### src/rtl/mem_arbiter.sv
// mem_arbiter: shares one memory port between icache fills and a write-through
// dcache, with a posted-write buffer and read-after-write ordering on buffered lines.
module mem_arbiter #(
    parameter int WB_DEPTH   = 4,
    parameter int LINE_BYTES = 16
) (
    input  logic        clk,
    input  logic        rst,
    input  logic        i_rd,
    input  logic [31:0] i_addr,
    output logic [31:0] i_rdata,
    output logic        i_valid,
    input  logic        d_rd,
    input  logic        d_wr,
    input  logic [31:0] d_addr,
    input  logic [31:0] d_wdata,
    input  logic [3:0]  d_wstrb,
    output logic [31:0] d_rdata,
    output logic        d_valid,
    output logic        wb_full,
    output logic        wb_overflow,
    output logic [31:0] mem_addr,
    output logic        mem_rd,
    output logic        mem_wr,
    output logic [31:0] mem_wdata,
    output logic [3:0]  mem_wstrb,
    input  logic [31:0] mem_rdata,
    input  logic        mem_valid
);
    localparam int PW = $clog2(WB_DEPTH);
    localparam int LB = $clog2(LINE_BYTES);

    typedef enum logic [1:0] {ARB_IDLE, ARB_IRD, ARB_DRD, ARB_WR} state_t;

    state_t              r_state, w_next;
    logic [31:0]         r_addr [WB_DEPTH];
    logic [31:0]         r_data [WB_DEPTH];
    logic [3:0]          r_strb [WB_DEPTH];
    logic [WB_DEPTH-1:0] r_vld;
    logic [PW-1:0]       r_head, r_tail;
    logic [PW:0]         r_count;
    logic                r_last_d, r_ovf;
    logic                w_enq, w_deq, w_hit, w_hazard, w_empty, w_upd;

    assign wb_full     = r_count == (PW+1)'(WB_DEPTH);
    assign wb_overflow = r_ovf;
    assign w_empty     = r_count == '0;
    assign w_enq       = d_wr && !wb_full;
    assign w_deq       = r_state == ARB_WR && mem_valid;
    assign w_hazard    = d_rd && w_hit;

    always_comb begin
        w_hit = 1'b0;
        for (int k = 0; k < WB_DEPTH; k++)
            w_hit = w_hit | (r_vld[k] && r_addr[k][31:LB] == d_addr[31:LB]);
    end

    // Only a contested grant flips the round-robin bit.
    always_comb begin
        w_next = r_state;
        w_upd  = 1'b0;
        case (r_state)
            ARB_IDLE: begin
                if (!w_empty && (wb_full || w_hazard || !(i_rd || d_rd)))
                    w_next = ARB_WR;
                else if (i_rd && d_rd) begin
                    w_next = r_last_d ? ARB_IRD : ARB_DRD;
                    w_upd  = 1'b1;
                end else if (d_rd)
                    w_next = ARB_DRD;
                else if (i_rd)
                    w_next = ARB_IRD;
            end
            ARB_IRD: w_next = i_rd ? ARB_IRD : ARB_IDLE;
            ARB_DRD: w_next = d_rd ? ARB_DRD : ARB_IDLE;
            ARB_WR:  w_next = mem_valid ? ARB_IDLE : ARB_WR;
            default: w_next = ARB_IDLE;
        endcase
    end

    always_ff @(posedge clk or posedge rst) begin
        if (rst) begin
            r_state  <= ARB_IDLE;
            r_head   <= '0;
            r_tail   <= '0;
            r_count  <= '0;
            r_vld    <= '0;
            r_last_d <= 1'b1;
            r_ovf    <= 1'b0;
        end else begin
            r_state <= w_next;
            if (w_upd)
                r_last_d <= w_next == ARB_DRD;
            if (w_enq) begin
                r_tail        <= r_tail + 1'b1;
                r_vld[r_tail] <= 1'b1;
            end
            if (w_deq) begin
                r_head        <= r_head + 1'b1;
                r_vld[r_head] <= 1'b0;
            end
            r_count <= r_count + (PW+1)'(w_enq) - (PW+1)'(w_deq);
            if (d_wr && wb_full)
                r_ovf <= 1'b1;
        end
    end

    always_ff @(posedge clk) begin
        if (w_enq) begin
            r_addr[r_tail] <= d_addr;
            r_data[r_tail] <= d_wdata;
            r_strb[r_tail] <= d_wstrb;
        end
    end

    // A granted requester that has dropped rd issues nothing while the grant unwinds.
    assign mem_rd    = (r_state == ARB_IRD && i_rd) || (r_state == ARB_DRD && d_rd);
    assign mem_wr    = r_state == ARB_WR;
    assign mem_addr  = r_state == ARB_WR  ? r_addr[r_head] :
                       r_state == ARB_DRD ? d_addr :
                       r_state == ARB_IRD ? i_addr : '0;
    assign mem_wdata = mem_wr ? r_data[r_head] : '0;
    assign mem_wstrb = mem_wr ? r_strb[r_head] : '0;
    assign i_valid   = r_state == ARB_IRD && i_rd && mem_valid;
    assign d_valid   = r_state == ARB_DRD && d_rd && mem_valid;
    assign i_rdata   = i_valid ? mem_rdata : '0;
    assign d_rdata   = d_valid ? mem_rdata : '0;
endmodule

### config.mk
export PLATFORM = sky130hd
export DESIGN_NAME = mem_arbiter
export DESIGN_NICKNAME = d
export VERILOG_FILES = /design/src/rtl/mem_arbiter.sv
export SDC_FILE = /design/constraint.sdc
export NUM_CORES = 1
export LEC_CHECK = 0
export ABC_AREA = 1
export ABC_CLOCK_PERIOD_IN_PS = 9800
export BUFFER_PORTS_ARGS = -buffer_cell sky130_fd_sc_hd__buf_2
export CAP_MARGIN = 25
export CORE_ASPECT_RATIO = 0.9
export CORE_MARGIN = 2
export CORE_UTILIZATION = 55
export DETAILED_ROUTE_END_ITERATION = 12
export GPL_ROUTABILITY_DRIVEN = 0
export GPL_TIMING_DRIVEN = 0
export PLACE_DENSITY_LB_ADDON = 0.2
export SLEW_MARGIN = 40
export SYNTH_ARGS = -nofsm -noshare
export SYNTH_HDL_FRONTEND = slang
export SYNTH_SLANG_ARGS = --single-unit
export TNS_END_PERCENT = 20
### constraint.sdc
create_clock -name clk -period 9.8 [get_ports clk]
set_input_delay 2.94 -clock clk [delete_from_list [all_inputs] [get_ports clk]]
set_output_delay 2.94 -clock clk [all_outputs]
set_load 0.01 [all_outputs]
==> impl_metrics.ini <==
[final_layout]
fin_nets = 1959
regArea_um2 = 8540
multi_input_area_um2 = 4460
fillers = 1946
drive_gt1_share_pct = 22.2
area_delta_synth_final_pct = 23.1

[sta]
max-slew-margin-rel_pct = 38.8
min_period_over_period_pct = 72.4
report.final.slew_viol_count = 0
worstMarginPinSlew_ps = 918
skew_ps = 26.5
period_needed_ps = 7090
hold_viol_final = 0
rsz0062_at_grt = no
tns_ps = 0
fmax_ghz = 0.141
hold_slack_ps = 476
setup-violations-final = 0

[worst_hold_path]
hp-class = reg2reg

[global_route]
antenna_found_initial = 7
use_met2_pct = 50.8
top_usage_layer = met2
grt_first_pass_wirelength_mm = 63.0
grt_max_degree = 19
grt_usage_pct = 31.9
grtUsageMet3_pct = 6.78
grt_use_met1_pct = 42.4
first_global_vias = 11300
gr-total-overflow = 0

[worst_setup_path]
r2r_slack_ps = 6940
cp-start-kind = input pin
worstPathArrival_ps = 4150
path_class = in2out
crit_fanout = 10
worstPathRequired_ps = 6860
endpoint_kind = primary output

[cts]
cts_buffers = 30
cts_setup_buffers = 0
cts_root_buf = clkbuf_16
clk_latency_ps = 580
cts.sinks = 287
cts_resized = 0
cts_tree = done
clock_path_buffers = 3
path_clk_slew_ps = 60
holdBufCountCts = 0
cts_max_level = 1

[yosys]
async_reset_ff_share_pct = 5.23
synth_edf_count = 272
synth_area_leaders = edfxtp_1 59%, nand2_1 8.0%, nor2_1 7.6%
synth_cell_types = 31
avgSynthCellArea_um2 = 9.34
ys_warn_count = 0
synth-seq-cells = 287
ys_seq_area_share_pct = 61.6
synth.largest_area_cell = edfxtp_1
ys.flop_type = edfxtp_1
synthesis.area_um2 = 13900
syn_inst = 1485
synth_top_area_share_pct = 58.9
synth_nets = 1634

[pwr]
power_density_nw_per_um2 = 278
power_leakage_nw = 7.37
irDropWorstVdd_mv = 0.221
p_total_w = 0.00475

[die]
io_pins = 276
num_rows = 55
core-area_um2 = 25000
start_util_pct = 55.5
die-area_um2 = 26500
die_x_um = 171
die_h_um = 155

[outcome]
status = completed

[detailed_routing]
vias_per_cell = 5.61
num_vias = 12200
drtIter0Drc = 1661
drc = 0
first_pass_iters = 6
wirelength_mm = 43.6
wl_per_cell_um = 20.0
ant_nets = 0

[place]
io_buffers = 275
dp_hpwl_mm = 30.7

[run]
maxCapViolations = 0
## layout by cell type (no fill, tap or decap), types with 5 or more instances in the layout
cell type    n
o21ai_0    133
a21oi_1    101
clkbuf_1    40
inv_1      132
nor2_1     278
o211ai_1    28
buf_1       12
xor2_1       5
buf_2      298
nand2_1    297
inv_2       35
nand4_1      9
buf_16      10
diode_2      6
o22ai_1      6
nor2_4       5
nand3_1     34
o21ai_1     26
clkbuf_16   30
buf_8        7
edfxtp_1   272
ha_1        10
dfrtp_1     14
xnor2_1      8
## power by group
group	switching (W)	total [W]	internal [W]
clock network	0.000473	0.00111	0.000636
registers	0.000104	0.00173	0.00162
logic	0.00131	0.00191	0.000601
## cell usage after synthesis, types with 23 or more instances
library cell	number
a21oi_1	101
buf_2	23
clkbuf_1	29
edfxtp_1	272
inv_1	132
inv_2	35
nand2_1	297
nand3_1	34
nor2_1	282
o211ai_1	28
o21ai_0	133
o21ai_1	26
## critical path, cell delays in order
cell	delay, ps
buf_2	120
inv_2	40
nor3_1	180
inv_1	100
nor2_1	160
inv_2	80
clkbuf_1	220
nor2_1	160
buf_2	150
## layout make-up
| cell class | count | share of cell area, % |
|---|---|---|
| Inverter | 167 | 3.67 |
| Sequential cell | 287 | 50.0 |
| Clock inverter | 13 | 0.843 |
| Antenna cell | 6 | 0.0879 |
| Buffer | 64 | 1.58 |
| Clock buffer | 43 | 4.80 |
| Tap cell | 342 | 2.51 |
| Timing Repair Buffer | 293 | 10.4 |
| Multi-Input combinational cell | 967 | 26.1 |
## path summary, 6_finish.rpt
kind                                               from  cells past startpoint                       to
max in group asynchronous                           rst                      2     r_state[1]$_DFF_PP0_
worst min-delay path            wb_overflow$_DFFE_PP0P_                      1  wb_overflow$_DFFE_PP0P_
worst max-delay path                               i_rd                      9              i_rdata[26]
min in group asynchronous                           rst                      2    r_tail[1]$_DFFE_PP0P_
worst max register to register     r_state[1]$_DFF_PP0_                      9     r_count[2]$_DFF_PP0_
worst min register to register  wb_overflow$_DFFE_PP0P_                      1  wb_overflow$_DFFE_PP0P_
## cell families (layout without fill, tap and decap cells)
kind of cell / count (synthesis) / in the layout / synth area share (%)
XOR/XNOR: 13 / 13 / 0.821
adder cells (fa/ha/maj): 11 / 11 / 1.05
buffers and inverters: 231 / 580 / 6.46
flip-flops: 287 / 287 / 61.6
other: 0 / 6 / 0
AND/OR/NAND/NOR: 634 / 634 / 17.9
AO/OA/AOI/OAI: 309 / 309 / 12.2
## stage by stage
stage               std cells  area (um2)  setup WS (ps)  util (%)
floorplan                1485       13900           2980         -
finish                   2182       17100           2710      68.3
global route             2179       17100           2560      68.3
CTS                      2176       17100           2740      68.3
global placement         2102       15700            797      62.7
detailed placement       2120       16100           2740      64.4
## sequential cells by signal (all words and copies together) (netlist names)
register,flops
r_strb,16
r_state,2
r_head,2
r_vld,4
r_last_d,1
r_addr,128
r_tail,2
r_count,3
wb_overflow,1
r_data,128
## routing by layer
layer  part of all wire, %  up-vias
met5                 0.030        -
met4                   4.5        2
met3                    11      142
met2                    47      827
met1                    37     5626
li1                      -     5645
Power figures use the tool's default switching activity.
